## src/rtl/multicycle_control.sv

```systemverilog
// Multicycle RISC-V style control unit: Moore FSM sequencing fetch, decode,
// memory, ALU and branch steps, with a memory-wait watchdog and sticky trap causes.
module multicycle_control #(
  parameter int unsigned TIMEOUT = 16
) (
  input  logic       clk,
  input  logic       reset,
  input  logic [6:0] op,
  input  logic       zero,
  input  logic       mem_ready,
  output logic       mem_req,
  output logic       mem_we,
  output logic       pc_write,
  output logic       ir_write,
  output logic       reg_write,
  output logic       adr_src,
  output logic [1:0] alu_src_a,
  output logic [1:0] alu_src_b,
  output logic [1:0] alu_op,
  output logic [1:0] result_src,
  output logic [1:0] imm_src,
  output logic       illegal,
  output logic       bus_err,
  output logic [3:0] state
);

  if (TIMEOUT > 255) begin : g_timeout_range
    $error("TIMEOUT must not exceed 255");
  end

  typedef enum logic [3:0] {
    FETCH    = 4'd0,
    DECODE   = 4'd1,
    MEMADR   = 4'd2,
    MEMREAD  = 4'd3,
    MEMWB    = 4'd4,
    MEMWRITE = 4'd5,
    EXECR    = 4'd6,
    EXECI    = 4'd7,
    ALUWB    = 4'd8,
    BEQ      = 4'd9,
    TRAP     = 4'd10
  } state_t;

  localparam logic [6:0] OP_LOAD   = 7'h03;
  localparam logic [6:0] OP_STORE  = 7'h23;
  localparam logic [6:0] OP_RTYPE  = 7'h33;
  localparam logic [6:0] OP_ITYPE  = 7'h13;
  localparam logic [6:0] OP_BRANCH = 7'h63;
  localparam logic [7:0] WAIT_LIMIT = 8'(TIMEOUT - 1);

  state_t     state_q, state_d;
  logic [7:0] wait_cnt;
  logic       illegal_q, bus_err_q;
  logic       set_illegal, set_bus_err;
  logic       timed_out;

  assign timed_out = (TIMEOUT != 0) && (wait_cnt == WAIT_LIMIT) && !mem_ready;

  // Counter is only observed in memory-wait states; clearing on every state
  // change is equivalent to clearing on entry to those states.
  always_ff @(posedge clk or posedge reset) begin
    if (reset) begin
      state_q   <= FETCH;
      wait_cnt  <= '0;
      illegal_q <= 1'b0;
      bus_err_q <= 1'b0;
    end else begin
      state_q <= state_d;
      if (set_illegal) illegal_q <= 1'b1;
      if (set_bus_err) bus_err_q <= 1'b1;
      if (state_d != state_q)
        wait_cnt <= '0;
      else if (mem_req && !mem_ready && wait_cnt != '1)
        wait_cnt <= wait_cnt + 8'd1;
    end
  end

  always_comb begin
    state_d     = state_q;
    set_illegal = 1'b0;
    set_bus_err = 1'b0;
    case (state_q)
      FETCH: begin
        if (mem_ready) state_d = DECODE;
        else if (timed_out) begin
          state_d     = TRAP;
          set_bus_err = 1'b1;
        end
      end
      DECODE: begin
        case (op)
          OP_LOAD, OP_STORE: state_d = MEMADR;
          OP_RTYPE:          state_d = EXECR;
          OP_ITYPE:          state_d = EXECI;
          OP_BRANCH:         state_d = BEQ;
          default: begin
            state_d     = TRAP;
            set_illegal = 1'b1;
          end
        endcase
      end
      MEMADR: begin
        if (op == OP_LOAD) state_d = MEMREAD;
        else if (op == OP_STORE) state_d = MEMWRITE;
        else begin
          state_d     = TRAP;
          set_illegal = 1'b1;
        end
      end
      MEMREAD, MEMWRITE: begin
        if (mem_ready) state_d = (state_q == MEMREAD) ? MEMWB : FETCH;
        else if (timed_out) begin
          state_d     = TRAP;
          set_bus_err = 1'b1;
        end
      end
      MEMWB, ALUWB, BEQ: state_d = FETCH;
      EXECR, EXECI:      state_d = ALUWB;
      TRAP:              state_d = TRAP;
      default: begin
        state_d     = TRAP;
        set_illegal = 1'b1;
      end
    endcase
  end

  always_comb begin
    mem_req    = 1'b0;
    mem_we     = 1'b0;
    pc_write   = 1'b0;
    ir_write   = 1'b0;
    reg_write  = 1'b0;
    adr_src    = 1'b0;
    alu_src_a  = 2'b00;
    alu_src_b  = 2'b00;
    alu_op     = 2'b00;
    result_src = 2'b00;
    case (state_q)
      FETCH: begin
        mem_req    = 1'b1;
        alu_src_b  = 2'b10;
        result_src = 2'b10;
        if (mem_ready && !reset) begin
          ir_write = 1'b1;
          pc_write = 1'b1;
        end
      end
      DECODE: begin
        alu_src_a = 2'b01;
        alu_src_b = 2'b01;
      end
      MEMADR: begin
        alu_src_a = 2'b10;
        alu_src_b = 2'b01;
      end
      MEMREAD: begin
        mem_req = 1'b1;
        adr_src = 1'b1;
      end
      MEMWB: begin
        result_src = 2'b01;
        reg_write  = 1'b1;
      end
      MEMWRITE: begin
        mem_req = 1'b1;
        mem_we  = 1'b1;
        adr_src = 1'b1;
      end
      EXECR: begin
        alu_src_a = 2'b10;
        alu_op    = 2'b10;
      end
      EXECI: begin
        alu_src_a = 2'b10;
        alu_src_b = 2'b01;
        alu_op    = 2'b10;
      end
      ALUWB: reg_write = 1'b1;
      BEQ: begin
        alu_src_a = 2'b10;
        alu_op    = 2'b01;
        pc_write  = zero;
      end
      default: ;
    endcase
  end

  always_comb begin
    case (op)
      OP_STORE:  imm_src = 2'b01;
      OP_BRANCH: imm_src = 2'b10;
      default:   imm_src = 2'b00;
    endcase
  end

  assign state   = state_q;
  assign illegal = illegal_q;
  assign bus_err = bus_err_q;

endmodule

```

## config.mk

```make
export PLATFORM = sky130hd
export DESIGN_NAME = multicycle_control
export DESIGN_NICKNAME = d
export VERILOG_FILES = /design/src/rtl/multicycle_control.sv
export SDC_FILE = /design/constraint.sdc
export NUM_CORES = 1
export LEC_CHECK = 0
export CORE_ASPECT_RATIO = 1.5
export CORE_MARGIN = 5
export CORE_UTILIZATION = 49
export CTS_BUF_LIST = sky130_fd_sc_hd__clkbuf_4
export DETAILED_ROUTE_END_ITERATION = 8
export PLACE_DENSITY = 0.81
export RECOVER_POWER = 50
export SYNTH_ARGS = -nofsm -noshare
export SYNTH_HDL_FRONTEND = slang
export SYNTH_SLANG_ARGS = --single-unit
```

## constraint.sdc

```tcl
create_clock -name clk -period 2.8 [get_ports clk]
set_clock_uncertainty 0.2 [all_clocks]
set_input_delay 0.84 -clock clk [delete_from_list [all_inputs] [get_ports clk]]
set_output_delay 0.84 -clock clk [all_outputs]
set_load 0.03 [all_outputs]
```

# [After elaboration in Yosys (flattened, before gate mapping)]
# Cells that the tools add are included.
[word_totals] reg_bits=14 latchBits=0 mem_bits_rw=0 rom_bits=0 in_bits=11 output_inout_bits=22 elab_cells=70 mem_count=0
[classes] add_sub_neg=1 mul=0 div_mod_pow=0 order_cmp=0 n_eq_ne=18 shifts=0 mux=29 n_bitwise=0 reduce_logical=18
[ops] operator="case mux 4 bit (6 select lines)" n=1
[ops] operator="2-to-1 mux 4 bit" n=5
[ops] operator="case mux 2 bit (2 select lines)" n=5
[ops] operator="equality test 4 x 3 -> 1 bit, second input constant" n=4
[ops] operator="2-to-1 mux 8 bit" n=2
[ops] operator="case mux 4 bit (4 select lines)" n=1
[ops] operator="equality test 7 x 6 -> 1 bit, second input constant" n=2
[ops] operator="equality test 4 bit, second input constant" n=3
[ops] operator="2-to-1 mux 1 bit" n=12
[ops] operator="OR reduction 3 bit" n=3
[ops] operator="OR reduction 9 bit" n=1
[ops] operator="adder 8 x 1 -> 8 bit, second input constant" n=1
[ops] operator="equality test 4 x 2 -> 1 bit, second input constant" n=2
[ops] operator="equality test 8 x 4 -> 1 bit, second input constant" n=1
[ops] operator="!= test 8 bit, second input constant" n=1
[ops] operator="OR reduction 2 bit" n=4
[ops] operator="equality test 7 x 2 -> 1 bit, second input constant" n=1
[ops] operator="equality test 7 x 5 -> 1 bit, second input constant" n=1
[ops] operator="equality test 7 bit, second input constant" n=1
[ops] operator="OR reduction 5 bit" n=1
[ops] operator="equality test 4 x 1 -> 1 bit, second input constant" n=1
[ops] operator="logical AND 1 bit" n=4
[ops] operator="logical NOT 4 bit" n=1
[ops] operator="!= test 4 bit" n=1
[ops] operator="other kinds (6)" n=7

# [Longest topological paths before layout]
[depth] word_depth=7 ltp_mapped=9 depth_no_buf=8

# [Worst setup path after synthesis]
# Ideal clock, no wire load.
[synth_timing] kind="register to output" from="register state_q[2] (netlist: state[2])" to="output port pc_write" arrival_ns=2.668 required_ns=1.760 setup_slack_ns=-0.908 path_stages_with_launch=5 n_path_buf=1 path_cell_list="dfrtp_1 -> clkbuf_1 -> nor4_1 -> and3_1 -> a21o_1"
[synth_via] elab_chain_cells=2 elab_cells_between_ends=3 classes_between="1 x eq/ne; 1 x mux; 1 x reduce/logical"
[synth_rtl] element="from (decl)" line_no="52" rtl="state_t state_q, state_d;"
[synth_rtl] element="from (signal assigned)" line_no="69" rtl="state_q <= state_d;"
[synth_rtl] element="equality test 4 bit or logical NOT 4 bit (tied branches)" line_no="139" rtl="case (state_q)"
[synth_rtl] element="case mux 1 bit (2 select lines) (*)" line_no="139"
[synth_rtl] element="to (decl)" line_no="13" rtl="output logic pc_write,"
# Every way passes the cells marked *; elsewhere a longest branch is shown, timed or not.

# [Final worst setup path]
[layout_timing] from="input port op[4]" to="output port imm_src[1]"
[layout_via] elab_chain_cells=2 elab_cells_between_ends=3 classes_between="2 x eq/ne; 1 x mux"
[layout_rtl] element="from (decl)" line_no="8" rtl="input logic [6:0] op,"
[layout_rtl] element="equality test 7 bit or equality test 7 x 6 -> 1 bit (tied branches)" line_no="190" rtl="case (op)"
[layout_rtl] element="case mux 2 bit (2 select lines) (*)" line_no="190"
[layout_rtl] element="to (decl)" line_no="21" rtl="output logic [1:0] imm_src,"
# Marks and branches as above.

==> metrics.md <==
| Metric | Value |
|---|---|
| Drt drc | 0 |
| RePlAce Congestion | 0.874 |
| Via density | 6.06 |
| Syn avg cell area | 8.48 um^2 |
| Critical Path Fanout Max | 3 |
| Number of distinct library cells after synthesis | 55 |
| Kind of critical path | input pin to output pin |
| Worst Hold Slack | 0.259 ns |
| Count of standard-cell rows | 21 |
| Gate power share | 12.6% |
| Status | finished clean |
| Core area | 0.00226 mm^2 |
| Top cell type by total area after synthesis | dfrtp_1 |
| Critical path capture point type | output pin |
| Req. time, crit path | 1.76 ns |
| Routed WL per cell | 16.9 um |
| Share of the synthesized area in the top cell type | 29.7% |
| Initial antenna violation count | 0 |
| Vias in the first global route | 1,465 |
| Nets | 213 |
| Leak | 0.861 nW |
| GR peak layer | met2 |
| Gr ovfl total | 0 |
| Gate Count Post-Synth | 139 |
| P_int | 0.282 mW |
| Synthesis-stage register bit count | 14 |
| Worst-path clk slew | 0.08 ns |
| Total number of vias | 1,352 |
| DP Area | 0.00174 mm^2 |
| Clock Tree Buf Depth | 2 |
| Final setup fails | 0 |
| Placed cell count | 216 |
| Worst skew pair latency | 0.29 ns |
| Total power | 0.379 mW |
| Yosys warns | 0 |
| Finished Layout Cells | 223 |
| Die Height | 70.1 um |
| Clk sinks | 14 |
| Mapped cell area | 0.00118 mm^2 |
| Num CTS Buffers | 3 |
| Initial Util | 52.2% |
| Initial DRC count | 45 |
| EDFF count, synth | 0 |
| GR Layer Usage met2 | 42.8% |
| CP Data Arrival Time | 1.69 ns |
| Place WS | -0.334 ns |
| Routed wire length | 3.76 mm |
| Die X | 50.0 um |
| Ant diodes | 0 |
| Most frequent cell after synthesis | nor2_1 |
| Sw Ratio | 25.5% |
| Area Overhead vs Synth | 51.6% |
| Synth cell count leaders | 16 x nor2_1, 14 x dfrtp_1, 12 x nand2_1, 7 x o21ai_0 |
| Final period util | 97.5% |
| Max-Cap Viols | 0 |
| Fraction of registers with async set/reset | 100% |
| Fin. Hold Viols | 0 |
| NetSw | 0.0964 mW |
| DRT Pass-1 Iters | 5 |
| Fin Setup TNS | 0 ns |
| Die area | 0.00351 mm^2 |
| Syn nets | 151 |
| GRT Util Overall | 22.3% |
| Peak supply drop | 0.000224 V |
| IO buf count | 32 |
| First-pass GRT wire length | 6.37 mm |
| Relative slew slack | 43.6% |
| Slew @ Worst Pin | 0.846 ns |
| Met1 Resource Use GR | 20.9% |
| Antenna Nets Post-Route | 0 |
| Highest clock rate | 0.366 GHz |
| Clock share of power | 31.9% |
| Met3 usage | 2.34% |
| RSZ-0062 raised after global routing | no |
| Power per cell area | 212 mW/mm^2 |
| Clock root buffer | clkbuf_4 |
| CTS tree | done |
| Post-DP HPWL | 2.93 mm |
| Reg2reg setup slack | 0.25 ns |
| Layout cells sized above 1 | 34.0% |
| Max Slew Vio Count | 0 |
| Tmin final | 2.73 ns |
| CTS hold repair buffers | 0 |
| Worst Hold Class | flop to flop |
| Final Instance Area | 0.00179 mm^2 |
| Worst setup margin | 0.0706 ns |
| Crit start category | input pin |
| Most used DFF post-synth | dfrtp_1 |
| Util after Layout | 79.1% |
| Sequential area share after synthesis | 29.7% |
| I/O pins | 33 |
| Top post-synthesis cells by area | dfrtp_1 30%, nor2_1 5.1%, nand2_1 3.8%, xnor2_1 3.7%, o21ai_0 3.0% |
| Reg power frac | 55.5% |
| H-tree depth | 1 |
| Largest net degree at the start of global routing | 15 |
state kept, by name, indices dropped and copies added, names as in the netlist:
signal,cells
wait_cnt,8
state,4
bus_err,1
illegal,1
kinds of logic (layout without fill, tap and decap cells):
group | after synthesis | count (layout) | synth area share (%)
AND/OR/NAND/NOR | 67 | 67 | 34.5
adder cells (fa/ha/maj) | 1 | 1 | 1.06
flip-flops | 14 | 14 | 29.7
AO/OA/AOI/OAI | 34 | 34 | 21.2
XOR/XNOR | 9 | 9 | 6.69
multiplexers | 2 | 2 | 2.12
buffers and inverters | 12 | 73 | 4.67
cell type report:
| cell class | count | area, um^2 |
|---|---|---|
| clock inverters | 1 | 3.75 |
| repair buffers | 64 | 524 |
| fillers | 166 | 473 |
| inverters | 5 | 18.8 |
| flip-flops and latches | 14 | 354 |
| multi-input cells | 113 | 835 |
| clock buffers | 3 | 22.5 |
| well taps | 23 | 28.8 |
what timing repair did:
| action | in CTS | in global routing |
|---|---|---|
| gates resized for setup | 31 | 7 |
| buffers inserted | 2 | 1 |
| endpoints found under the setup margin | 19 | 5 |
| pin swaps | 3 | 3 |
power groups by stage:
stage | Sequential, mW | Combinational [mW] | Clock [mW]
2_1_floorplan | 0.213 | 0.0168 | 0
3_3_place_gp | 0.214 | 0.0444 | 0
3_5_place_dp | 0.214 | 0.0461 | 0
4_1_cts | 0.210 | 0.0467 | 0.124
5_1_grt | 0.211 | 0.0516 | 0.134
6_report | 0.210 | 0.0478 | 0.121
layout by cell type, fill, tap and decap left out, types with 2 or more instances in the layout:
master           instances
inv_1                    5
dfrtp_1                 11
buf_2                    2
xnor2_1                  5
clkdlybuf4s50_1          4
a21oi_1                  5
nor4_1                   3
nor2_1                  15
clkdlybuf4s15_1          2
dlygate4sd2_1           13
nor2_2                   2
o31ai_1                  2
nor2b_1                  2
a211oi_1                 2
dfrtp_2                  3
buf_4                   36
a22o_1                   2
clkbuf_4                 3
nand3_2                  2
nor3_1                   5
dlygate4sd3_1            3
nand2_1                 12
a21o_1                   2
nand2b_1                 4
o21ai_0                  7
xor2_1                   4
nand3_1                  3
o22ai_1                  2
routing by layer:
metal,wire [um],vias up
li1,-,635
met1,1230,632
met2,2090,66
met3,231,19
met4,207,0
met5,0,-
path summary, 6_finish.rpt:
check	startpoint	to	depth (start not counted)
min reg2reg	bus_err	bus_err	1
min	bus_err	bus_err	1
min in group asynchronous	reset	illegal	3
max	op[4]	imm_src[1]	4
max in group asynchronous	reset	state[1]	3
max reg2reg	wait_cnt[0]	wait_cnt[2]	7
critical path, cell delays in order:
cell and delay (ns):
dlygate4sd2_1 0.28, and3b_1 0.26, and2_4 0.16, buf_4 0.15
Note: power is estimated with default switching activity, not from simulation.
